===== config.mk =====
export PLATFORM = sky130hd
export DESIGN_NAME = ma_result_fifo
export DESIGN_NICKNAME = d
export VERILOG_FILES = /design/src/rtl/ma_result_fifo.sv
export SDC_FILE = /design/constraint.sdc
export NUM_CORES = 1
export LEC_CHECK = 0
export CAP_MARGIN = 5
export CORE_MARGIN = 2
export CORE_UTILIZATION = 65
export CTS_BUF_LIST = sky130_fd_sc_hd__clkbuf_4
export DETAILED_ROUTE_END_ITERATION = 8
export GPL_TIMING_DRIVEN = 1
export PLACE_DENSITY = 0.85
export SETUP_SLACK_MARGIN = 0.5
export SYNTH_ARGS = -nofsm -noshare
export SYNTH_HDL_FRONTEND = slang
export SYNTH_SLANG_ARGS = --single-unit

===== constraint.sdc =====
create_clock -name clk -period 4.1 [get_ports clk]
set_input_delay 0.82 -clock clk [delete_from_list [all_inputs] [get_ports clk]]
set_output_delay 0.82 -clock clk [all_outputs]
set_load 0.01 [all_outputs]

===== src/rtl/ma_result_fifo.sv =====
// ma_result_fifo: circular FIFO capturing moving-average filter output samples
// and presenting them over a valid/ready stream, with sticky overflow and a
// saturating drop counter for samples lost while full.
// Optional build macro MA_FIFO_PEAK_EN adds running max/min peak tracking of
// accepted samples (clear_peak, peak_max, peak_min, peak_valid).
module ma_result_fifo #(
  parameter int unsigned DEPTH = 8,
  parameter int unsigned LVL_W = $clog2(DEPTH) + 1
) (
  input  logic                    clk,
  input  logic                    rst_n,
  input  logic                    enable,
  input  logic signed [15:0]      sample_in,
  input  logic                    sample_pulse,
  output logic signed [15:0]      m_data,
  output logic                    m_valid,
  input  logic                    m_ready,
  output logic [LVL_W-1:0]        level,
  output logic                    overflow,
  output logic [7:0]              drop_count,
  input  logic                    clear_ovf
`ifdef MA_FIFO_PEAK_EN
  ,
  input  logic                    clear_peak,
  output logic signed [15:0]      peak_max,
  output logic signed [15:0]      peak_min,
  output logic                    peak_valid
`endif
);

  localparam int unsigned PTR_W = (DEPTH > 1) ? $clog2(DEPTH) : 1;

  logic signed [15:0] mem_q [DEPTH];
  logic [PTR_W-1:0]   wr_ptr_q, rd_ptr_q;
  logic [LVL_W-1:0]   level_q, level_d;
  logic               ovf_q;
  logic [7:0]         drop_q;

  logic wr_req_c, full_c, pop_c, wr_acc_c, drop_c;

  // Handshake decode: a full FIFO still accepts a write when it pops that cycle
  always_comb begin
    wr_req_c = enable & sample_pulse;
    full_c   = (level_q == LVL_W'(DEPTH));
    pop_c    = (level_q != '0) & m_ready;
    wr_acc_c = wr_req_c & (~full_c | pop_c);
    drop_c   = wr_req_c & full_c & ~pop_c;
    level_d  = level_q;
    case ({wr_acc_c, pop_c})
      2'b10:   level_d = level_q + LVL_W'(1);
      2'b01:   level_d = level_q - LVL_W'(1);
      default: level_d = level_q;
    endcase
  end

  // Sample storage, cleared on reset
  always_ff @(posedge clk or negedge rst_n) begin
    if (!rst_n) begin
      for (int i = 0; i < int'(DEPTH); i++) mem_q[i] <= '0;
    end else if (wr_acc_c) begin
      mem_q[wr_ptr_q] <= sample_in;
    end
  end

  // Pointers and occupancy counter
  always_ff @(posedge clk or negedge rst_n) begin
    if (!rst_n) begin
      wr_ptr_q <= '0;
      rd_ptr_q <= '0;
      level_q  <= '0;
    end else begin
      if (wr_acc_c) wr_ptr_q <= wr_ptr_q + PTR_W'(1);
      if (pop_c)    rd_ptr_q <= rd_ptr_q + PTR_W'(1);
      level_q <= level_d;
    end
  end

  // Overflow accounting; a drop in the same cycle as clear_ovf restarts the count at 1
  always_ff @(posedge clk or negedge rst_n) begin
    if (!rst_n) begin
      ovf_q  <= 1'b0;
      drop_q <= '0;
    end else if (drop_c) begin
      ovf_q <= 1'b1;
      if (clear_ovf)            drop_q <= 8'd1;
      else if (drop_q != 8'hFF) drop_q <= drop_q + 8'd1;
    end else if (clear_ovf) begin
      ovf_q  <= 1'b0;
      drop_q <= '0;
    end
  end

`ifdef MA_FIFO_PEAK_EN
  logic signed [15:0] pk_max_q, pk_min_q;
  logic               pk_valid_q;

  // Running extremes of accepted samples; clear with a write reseeds from that sample
  always_ff @(posedge clk or negedge rst_n) begin
    if (!rst_n) begin
      pk_max_q   <= 16'sh8000;
      pk_min_q   <= 16'sh7FFF;
      pk_valid_q <= 1'b0;
    end else if (wr_acc_c) begin
      pk_valid_q <= 1'b1;
      if (clear_peak) begin
        pk_max_q <= sample_in;
        pk_min_q <= sample_in;
      end else begin
        if (sample_in > pk_max_q) pk_max_q <= sample_in;
        if (sample_in < pk_min_q) pk_min_q <= sample_in;
      end
    end else if (clear_peak) begin
      pk_max_q   <= 16'sh8000;
      pk_min_q   <= 16'sh7FFF;
      pk_valid_q <= 1'b0;
    end
  end

  assign peak_max   = pk_max_q;
  assign peak_min   = pk_min_q;
  assign peak_valid = pk_valid_q;
`endif

  assign m_data     = mem_q[rd_ptr_q];
  assign m_valid    = (level_q != '0);
  assign level      = level_q;
  assign overflow   = ovf_q;
  assign drop_count = drop_q;

endmodule

==> results.yml <==
final_layout:
  final_cell_mix: "mux2_2, dfrtp_1, clkdlybuf4s50_1, mux4_2, clkbuf_4"
  areaGrowthSynthToFinish_pct: 16.1
  antennaDiodeCount: 0
  drive_gt1_share_pct: 46.4
  final_area_um2: 7920
  layout_commonest_cell: "mux2_2"
  nNetsFinal: 525
global_routing:
  overflow: 0
  grt_pass1_vias: 4218
  grt_max_degree: 112
  gr-usage-all-layers_pct: 26.6
  grt_antenna_before_repair: 0
  grt_first_pass_wirelength_um: 22500
sta:
  clock.fmax_ghz: 0.293
  period_minus_slack_ns: 3.41
  fin_setup_tns_ns: 0
  fin_skew_ns: 0.0182
  setup_violations: 0
  hold_viol: 0
  rsz0062_at_grt: "false"
  drv_slew: 0
  worstMarginPinSlew_ns: 1.00
  fin_crit_sh_pct: 83.2
  slew_headroom_pct: 33.2
worst_setup_path:
  start_kind: "flip-flop"
  cp.required_ns: 3.28
  worstPathMaxFanout: 10
  cp.arrival_ns: 2.59
  end_kind: "output pin"
  critPathKind: "reg -> out"
  reg2reg_depth: 9
synth:
  synth-main-ff-cell: "dfrtp_1"
  netlist_instances: 436
  yosysSeqAreaShare_pct: 54.0
  syn_area_per_cell_um2: 15.6
  syn_nets: 464
  synth-edff-count: 0
  yosys_warnings: 0
  synth_cell_type_count: 40
  ys_seq_elements: 147
  async_reset_ff_share_pct: 100
  syn-cell-area_um2: 6820
clocking:
  clockBufferDepth: 2
  cts_buffers: 17
  cts_tree: "built"
  path_clk_slew_ns: 0.13
  ctsHoldBuffers: 0
  h-tree-depth: 4
  clk_latency_ns: 0.55
  cts_root_buffer: "clkbuf_4"
  cts.sinks: 147
routing:
  vias: 4036
  drt-initial-drc-count: 218
  wl_per_cell_um: 21.0
  drc: 0
  vias_per_cell: 6.26
  ant_nets: 0
  drt-pass1-iter-count: 4
  drt-total-wl_um: 13500
floorplanning:
  fp-row-count: 37
  start_util_pct: 66.6
  die_y_um: 106
  die_area_um2: 11300
  coreArea_um2: 10200
  io_pins: 52
  dieWidth_um: 106
status:
  outcome: "finished clean"
power:
  peakVddDrop_mv: 0.458
  power_density_nw_per_um2: 791
  p_leak_nw: 3.33
  power_mw: 6.26
flow_run:
  maxCapViolCount: 0
placement:
  placed_cell_area_um2: 7540
  post-dp-hpwl_um: 8460
  gp_congestion: 0.811
  io_buffers: 51
min_path:
  hp-class: "in -> async"
path summary, 6_finish.rpt:
check	from	endpoint	slack, ns
setup / recovery	rd_ptr_q[0]	m_data[4]	0.69
hold / removal	rst_n	mem_q[52]	0.39
setup reg to reg	level[0]	level[2]	1.12
hold reg to reg	overflow	overflow	0.51
max in group asynchronous	rst_n	mem_q[73]	2.78
min in group clk	overflow	overflow	0.51
metrics by stage:
stage	std cells	setup WS [ns]	hold WS (ns)	utilization (%)
2_1_floorplan	436	1.51	0.475	-
3_3_place_gp	613	0.703	0.466	73.7
4_1_cts	645	0.557	0.413	77.3
6_report	645	0.689	0.386	77.4
3_5_place_dp	613	0.601	0.474	73.7
5_1_grt	645	0.568	0.460	77.4
cell usage after synthesis (2+ instances only):
master	number	area (um^2)
xnor2_1	4	35.0
a21oi_1	8	40.0
mux2_2	147	1660
nand3b_1	3	22.5
or4_1	6	45.0
or3_4	2	22.5
mux4_2	32	721
clkbuf_1	10	37.5
nand3_1	5	25.0
o41ai_1	2	17.5
dfrtp_1	147	3680
nand2b_1	2	12.5
nand2_1	6	22.5
o31ai_1	4	30.0
buf_2	11	55.1
ha_1	6	75.1
buf_4	2	15.0
nor4b_4	2	47.6
nor2_1	5	18.8
buf_1	3	11.3
inv_1	3	11.3
xor2_1	5	43.8
and2_1	2	12.5
nor3_1	3	15.0
sequential cells by signal (all words and copies together) (netlist names):
name and count:
mem_q 128, drop_count 8, level 4, rd_ptr_q 3, wr_ptr_q 3, overflow 1
power by group:
part	leakage, nW	switching [mW]	internal, mW
logic	1.32	0.867	1.68
clock network	0.190	0.501	0.620
registers	1.81	0.484	2.11
total	3.33	1.85	4.41
repair_timing:
action,in CTS,in global routing
pin swaps,0,0
gates resized for setup,1,1
buffers inserted,1,0
hold endpoints to repair,0,0
endpoints found under the setup margin,12,10
kinds of logic after synthesis:
kind of cell | after synthesis | share of synthesized area, %
multiplexers | 179 | 34.9
flip-flops | 147 | 54.0
AND/OR/NAND/NOR | 45 | 4.81
XOR/XNOR | 9 | 1.16
buffers and inverters | 30 | 2.07
AO/OA/AOI/OAI | 20 | 2.04
adder cells (fa/ha/maj) | 6 | 1.10
layout make-up:
cell class	instances	area (um^2)
well taps	136	170
flip-flops and latches	147	3680
clock buffers	20	150
clock inverters	11	209
inverters	3	11.3
fillers	604	2320
repair buffers	69	663
multi-input cells	259	3030
worst max-delay path, stage by stage, from the launching register on:
cell             delay [ns]
dfrtp_4                0.49
buf_4                  0.25
mux4_2                 0.54
mux2_2                 0.27
clkdlybuf4s50_1        0.47
metal layers:
layer	wire [um]	up-vias	part of all wire (%)	global-route usage, %
met5	0	-	0	0
met3	526	22	3.9	5.89
met1	6040	2148	45	36.5
met4	233	0	1.7	10.2
li1	-	1773	-	-
met2	6710	93	50	42.2
No activity file was read; power rests on OpenSTA's default activity.
